[src/rtl/pc_gen.sv]
// Program-counter generator: BOOT/RUN/HALT fetch control with trap > redirect > sequential priority.
// PC/state changes show up one cycle after the input. A pending request holds its PC until fire, trap or redirect.
module pc_gen #(
    parameter int              XLEN         = 32,
    parameter logic [XLEN-1:0] RESET_VECTOR = '0,
    parameter logic [XLEN-1:0] TRAP_VECTOR  = XLEN'(4),
    parameter int              ALIGN_BITS   = 2
) (
    input  logic            clk,
    input  logic            rst,
    input  logic            stall,
    input  logic            redirect_valid,
    input  logic [XLEN-1:0] redirect_target,
    input  logic            trap_valid,
    input  logic [XLEN-1:0] trap_target,
    input  logic            halt_req,
    input  logic            resume,
    input  logic            fetch_ready,
    output logic            fetch_valid,
    output logic [XLEN-1:0] fetch_pc,
    output logic            halted,
    output logic            misalign_err,
    output logic [XLEN-1:0] bad_addr
);

    typedef enum logic [1:0] {
        BOOT = 2'd0,
        RUN  = 2'd1,
        HALT = 2'd2
    } state_e;

    localparam logic [XLEN-1:0] STEP       = XLEN'(1) << ALIGN_BITS;
    localparam logic [XLEN-1:0] ALIGN_MASK = STEP - XLEN'(1);

    state_e          state_q, state_d;
    logic [XLEN-1:0] pc_q, pc_d;
    logic            misalign_q, misalign_d;
    logic [XLEN-1:0] bad_addr_q, bad_addr_d;
    logic            fire;
    logic            target_misaligned;

    assign fire              = (state_q == RUN) && fetch_ready && !stall;
    assign target_misaligned = |(redirect_target & ALIGN_MASK);

    always_comb begin
        state_d = state_q;
        unique case (state_q)
            BOOT:    state_d = RUN;
            RUN:     if (halt_req) state_d = HALT;
            HALT:    if (resume && !halt_req) state_d = RUN;
            default: state_d = BOOT;
        endcase
    end

    // Trap and redirect bypass stall/ready and may replace an unaccepted request.
    always_comb begin
        pc_d       = pc_q;
        misalign_d = 1'b0;
        bad_addr_d = bad_addr_q;
        if (trap_valid) begin
            pc_d = trap_target & ~ALIGN_MASK;
        end else if (redirect_valid && !target_misaligned) begin
            pc_d = redirect_target;
        end else if (redirect_valid) begin
            pc_d       = TRAP_VECTOR;
            misalign_d = 1'b1;
            bad_addr_d = redirect_target;
        end else if (fire) begin
            pc_d = pc_q + STEP;
        end
    end

    always_ff @(posedge clk) begin
        if (rst) begin
            state_q    <= BOOT;
            pc_q       <= RESET_VECTOR;
            misalign_q <= 1'b0;
            bad_addr_q <= '0;
        end else begin
            state_q    <= state_d;
            pc_q       <= pc_d;
            misalign_q <= misalign_d;
            bad_addr_q <= bad_addr_d;
        end
    end

    assign fetch_valid  = (state_q == RUN);
    assign halted       = (state_q == HALT);
    assign fetch_pc     = pc_q;
    assign misalign_err = misalign_q;
    assign bad_addr     = bad_addr_q;

endmodule
[config.mk]
export PLATFORM = sky130hd
export DESIGN_NAME = pc_gen
export DESIGN_NICKNAME = d
export VERILOG_FILES = /design/src/rtl/pc_gen.sv
export SDC_FILE = /design/constraint.sdc
export NUM_CORES = 1
export LEC_CHECK = 0
export BUFFER_PORTS_ARGS = -buffer_cell sky130_fd_sc_hd__buf_2
export CORE_ASPECT_RATIO = 1.25
export CORE_MARGIN = 10
export CORE_UTILIZATION = 45
export DETAILED_ROUTE_END_ITERATION = 12
export GPL_TIMING_DRIVEN = 0
export PLACE_DENSITY = 0.78
export SETUP_SLACK_MARGIN = 0.5
export SYNTH_ARGS = -nofsm -noshare
export SYNTH_HDL_FRONTEND = slang
export SYNTH_SLANG_ARGS = --single-unit
[constraint.sdc]
create_clock -name clk -period 3.88 [get_ports clk]
set_input_delay 0.582 -clock clk [delete_from_list [all_inputs] [get_ports clk]]
set_output_delay 0.582 -clock clk [all_outputs]
set_load 0.02 [all_outputs]
==> results_tabular.tex <==
\begin{tabular}{lr}
\hline
Metric & Value \\
\hline
\multicolumn{2}{l}{\textbf{Final layout}} \\
\quad FF+latch area & around 1300 µm² \\
\quad Relative area change from synthesis to final layout & 31.2\% \\
\quad Share of layout cells above drive strength 1 & 0.300 \\
\quad Fillers & a little under 700 \\
\quad Final instance area & approximately 4400 µm² \\
\quad Post-layout net count & 652 \\
\quad Area of the multi-input gates & 1860 µm² \\
\quad Post-layout instance count excluding filler cells & approximately 680 \\
\multicolumn{2}{l}{\textbf{Yosys}} \\
\quad Mux share of post-synthesis cell area & 0.00297 \\
\quad Yosys warning count & 0 \\
\quad Primary FF master, synth & sky130\_fd\_sc\_hd\_\_dfxtp\_1 \\
\quad Largest family of logic cells by synthesized area & compound AO/OA/AOI/OAI gates \\
\quad Share of the synthesized netlist area taken by xor and xnor gates & 0.0104 \\
\quad Number of synthesized flops with an enable pin & 0 \\
\quad Avg Cell Area, Syn & 7.78 µm² \\
\quad Synth async-reset ratio & 0 \\
\quad Simple-gate share of the synthesized area & 0.262 \\
\quad Net count after synthesis & between 500 and 600 \\
\quad Sequential-to-total area share from yosys stat & 0.398 \\
\quad Area fraction in compound gates after synthesis & 0.272 \\
\quad Number of distinct library cells after synthesis & between 50 and 60 \\
\quad Area of the mapped netlist & about 3400 µm² \\
\quad Cells after Synth & between 400 and 500 \\
\quad Synthesis-stage register bit count & 67 \\
\quad Post-synthesis adder-cell area fraction & 0.00371 \\
\multicolumn{2}{l}{\textbf{Critical path}} \\
\quad Delay of the slowest critical-path stage & between 0.5 and 0.6 ns \\
\quad Type of destination of the critical path & flop \\
\quad Critical Path, Cell by Cell & nand4bb\_1 -> nor2\_2 -> nand3\_1 -> and4b\_1 -> or3\_1 \\
\quad Kind of cell adding the most delay to the critical path & simple AND/OR/NAND/NOR gates \\
\quad Worst Path Arrival & approximately 2.5 ns \\
\quad Cell type of the slowest stage on the worst timing path & sky130\_fd\_sc\_hd\_\_nand4bb\_1 \\
\quad Required time of the critical path & 4.12 ns \\
\quad Critical path startpoint category & flop \\
\quad Critical path start-end classification & flop to flop \\
\quad Critical Path Fanout Max & 7 \\
\quad Worst path buffer plus inverter count & 0 \\
\multicolumn{2}{l}{\textbf{Routing}} \\
\quad Residual antenna-violating net count after detailed routing & 0 \\
\quad Number of remaining DRC errors & 0 \\
\quad First-pass detailed-route iteration total & 5 \\
\quad Mean number of vias per cell & $\sim$6 \\
\quad Initial DRC Count & 324 \\
\quad Detail-routed net length per standard cell & just under 20 µm \\
\quad Overall routed net length & roughly 13000 µm \\
\quad Via count & 4058 \\
\multicolumn{2}{l}{\textbf{Timing}} \\
\quad Max-slew violations & 0 \\
\quad Slew at the pin with the worst max-slew slack & about 0.66 ns \\
\quad Least setup slack across all paths after layout & between 1.5 and 2 ns \\
\quad Tightest hold margin & between 0.4 and 0.5 ns \\
\quad Setup TNS & 0 ns \\
\quad Unrepaired setup endpoints after global routing & no \\
\quad Crit path time final & 2.28 ns \\
\quad Worst-case clock skew & 0.0124 ns \\
\quad Final setup violation count & 0 \\
\quad Highest attainable clock frequency & approximately 440 MHz \\
\quad Portion of the clock cycle consumed by the worst path in the final layout & 0.588 \\
\quad Fin. Hold Viols & 0 \\
\quad Worst slew margin & 0.557 \\
\multicolumn{2}{l}{\textbf{Flow run}} \\
\quad Maximum Capacitance Violations & 0 \\
\multicolumn{2}{l}{\textbf{Die}} \\
\quad \# rows & 35 \\
\quad Die area & about 11000 µm² \\
\quad Top-level I/O count & about 140 \\
\quad Effective utilization at floorplan & 0.461 \\
\quad Die outline height & 117 µm \\
\quad Core ar. & approximately 7300 µm² \\
\quad Width of the chip & about 97 µm \\
\multicolumn{2}{l}{\textbf{CTS}} \\
\quad CTS Hold Bufs & 0 \\
\quad CTS tree & built \\
\quad Total clock buffers created by CTS & 9 \\
\quad Clk buf depth & 2 \\
\quad Master cell of the clock root buffer & sky130\_fd\_sc\_hd\_\_clkbuf\_8 \\
\quad Clock insertion delay at the later pin of the skew report & between 0.3 and 0.4 ns \\
\quad H-tree levels & 3 \\
\quad Clock-pin slew reported for the worst setup and hold paths after clock tree synthesis & 0.09 ns \\
\quad Number of gates resized after CTS & 0 \\
\quad Clock Sink Count & 67 \\
\quad Post-CTS Setup Repair Bufs & 0 \\
\multicolumn{2}{l}{\textbf{Global route}} \\
\quad GRT Overall Usage & 0.217 \\
\quad GR Overflow Total & 0 \\
\quad Pin count of the biggest net entering global routing & 13 \\
\quad Initial antenna violation count & 1 \\
\quad Number of global-route vias before repair & 3993 \\
\quad Global-route wire length before repair & between 15000 and 20000 µm \\
\multicolumn{2}{l}{\textbf{Placed design}} \\
\quad Post-placement cell count & between 600 and 700 \\
\quad Final weighted congestion in routability-driven placement & between 0.9 and 1 \\
\quad Count of buffers inserted at the top-level ports & 135 \\
\quad Pre-CTS setup slack & between 1 and 1.5 ns \\
\quad Instance area after placement & just over 4000 µm² \\
\quad Estimated wirelength of the detail-placed design & around 10000 µm \\
\multicolumn{2}{l}{\textbf{Pwr}} \\
\quad Lkg Pwr & between 1.5 and 2 nW \\
\quad Total power per unit cell area & 404 nW/µm² \\
\quad VDD IR-drop max & 0.296 mV \\
\multicolumn{2}{l}{\textbf{Status}} \\
\quad Status & completed \\
\multicolumn{2}{l}{\textbf{Hold path}} \\
\quad Class of the tightest hold or removal check & flop to flop \\
\hline
\end{tabular}
[placed cells by master (no fill, tap or decap), types with 2 or more instances in the layout]
master	n
sky130_fd_sc_hd__a211oi_1	13
sky130_fd_sc_hd__a21oi_1	59
sky130_fd_sc_hd__a221o_1	3
sky130_fd_sc_hd__a222oi_1	3
sky130_fd_sc_hd__a22o_1	3
sky130_fd_sc_hd__a22oi_1	21
sky130_fd_sc_hd__a31oi_1	4
sky130_fd_sc_hd__a41o_1	3
sky130_fd_sc_hd__and3_1	2
sky130_fd_sc_hd__and4_1	3
sky130_fd_sc_hd__buf_1	3
sky130_fd_sc_hd__buf_2	146
sky130_fd_sc_hd__bufinv_16	3
sky130_fd_sc_hd__clkbuf_1	17
sky130_fd_sc_hd__clkbuf_8	11
sky130_fd_sc_hd__dfxtp_1	67
sky130_fd_sc_hd__inv_1	8
sky130_fd_sc_hd__nand2_1	80
sky130_fd_sc_hd__nand3_1	15
sky130_fd_sc_hd__nand3b_1	3
sky130_fd_sc_hd__nand4_1	10
sky130_fd_sc_hd__nand4_2	2
sky130_fd_sc_hd__nor2_1	22
sky130_fd_sc_hd__nor2b_1	4
sky130_fd_sc_hd__nor3_1	9
sky130_fd_sc_hd__nor4_1	8
sky130_fd_sc_hd__o21a_1	2
sky130_fd_sc_hd__o21ai_0	20
sky130_fd_sc_hd__o21ai_1	3
sky130_fd_sc_hd__o22ai_1	3
sky130_fd_sc_hd__o31a_1	3
sky130_fd_sc_hd__o31ai_1	3
sky130_fd_sc_hd__or3_1	4
sky130_fd_sc_hd__xnor2_1	2
sky130_fd_sc_hd__xor2_1	2
[cell families after synthesis]
logic type      count (synthesis)
compound gates                146
xor+xnor                        4
fa+ha+maj                       1
buf+inv                        40
flops                          67
mux                             1
simple gates                  174
[area by class of cell]
type,count,area share
antenna,1,0.000566
inverter,8,0.00679
timing repair buffer,135,0.153
sequential,67,0.303
clock inverter,5,0.0243
multi-input combinational,326,0.420
buffer,32,0.0320
clock buffer,11,0.0342
tap,92,0.0260
[routing by layer]
metal | global-route usage | vias to the layer above | share of wire
met1 | 0.235 | 1910 | 0.38
li1 | - | 1890 | -
met2 | 0.376 | 222 | 0.50
met3 | 0.0645 | 36 | 0.089
met4 | 0.116 | 0 | 0.031
met5 | 0 | - | 0
[worst reg2reg max path: stages (launching register included)]
cell,delay (ns)
sky130_fd_sc_hd__dfxtp_1,0.35
sky130_fd_sc_hd__nand4bb_1,0.52
sky130_fd_sc_hd__nor2_2,0.47
sky130_fd_sc_hd__nand3_1,0.22
sky130_fd_sc_hd__and4b_1,0.23
sky130_fd_sc_hd__or3_1,0.36
[through the flow]
step           utilization  power [mW]
5_1_grt              0.604        1.84
3_5_place_dp         0.569        1.03
3_3_place_gp         0.569        1.02
6_report             0.604        1.78
2_1_floorplan            -       0.912
4_1_cts              0.604        1.78
[sequential cells by signal, indices dropped and copies added (netlist names)]
| register | flops |
|---|---|
| bad_addr | 32 |
| misalign_err | 1 |
| state_q | 2 |
| fetch_pc | 32 |
[final timing paths]
path                       end  cells past startpoint  slack [ns]        start
setup / recovery  fetch_pc[29]                      5        1.60   state_q[1]
hold / removal     fetch_pc[0]                      2        0.42  fetch_pc[0]
setup reg to reg  fetch_pc[29]                      5        1.60   state_q[1]
hold reg to reg    fetch_pc[0]                      2        0.42  fetch_pc[0]
[power by group]
| part | switching [mW] | internal [mW] | total, mW |
|---|---|---|---|
| registers | 0.0292 | 0.718 | 0.748 |
| logic | 0.170 | 0.102 | 0.272 |
| clock network | 0.299 | 0.466 | 0.765 |
| total | 0.498 | 1.29 | 1.78 |
[cells in the mapped netlist, drive strengths merged (2+ instances only)]
| master | n | area [µm²] |
|---|---|---|
| nand4 | 12 | 87.6 |
| nor4 | 9 | 71.3 |
| a221o | 3 | 30.0 |
| xor2 | 2 | 17.5 |
| o31ai | 3 | 22.5 |
| nor3 | 10 | 55.1 |
| and3 | 2 | 12.5 |
| a21oi | 59 | 295 |
| nor2 | 23 | 88.8 |
| o21ai | 23 | 115 |
| a22oi | 21 | 158 |
| clkbuf | 17 | 63.8 |
| nand2 | 81 | 312 |
| a222oi | 3 | 30.0 |
| nand3 | 16 | 85.1 |
| nor2b | 4 | 25.0 |
| buf | 15 | 77.6 |
| a22o | 3 | 26.3 |
| inv | 8 | 30.0 |
| a41o | 3 | 30.0 |
| a31oi | 4 | 25.0 |
| dfxtp | 67 | 1340 |
| and4 | 4 | 36.3 |
| o22ai | 3 | 18.8 |
| nand3b | 3 | 22.5 |
| o21a | 2 | 15.0 |
| xnor2 | 2 | 17.5 |
| a211oi | 13 | 97.6 |
| or3 | 4 | 25.0 |
| o31a | 3 | 26.3 |
(Power assumes the default switching activity.)
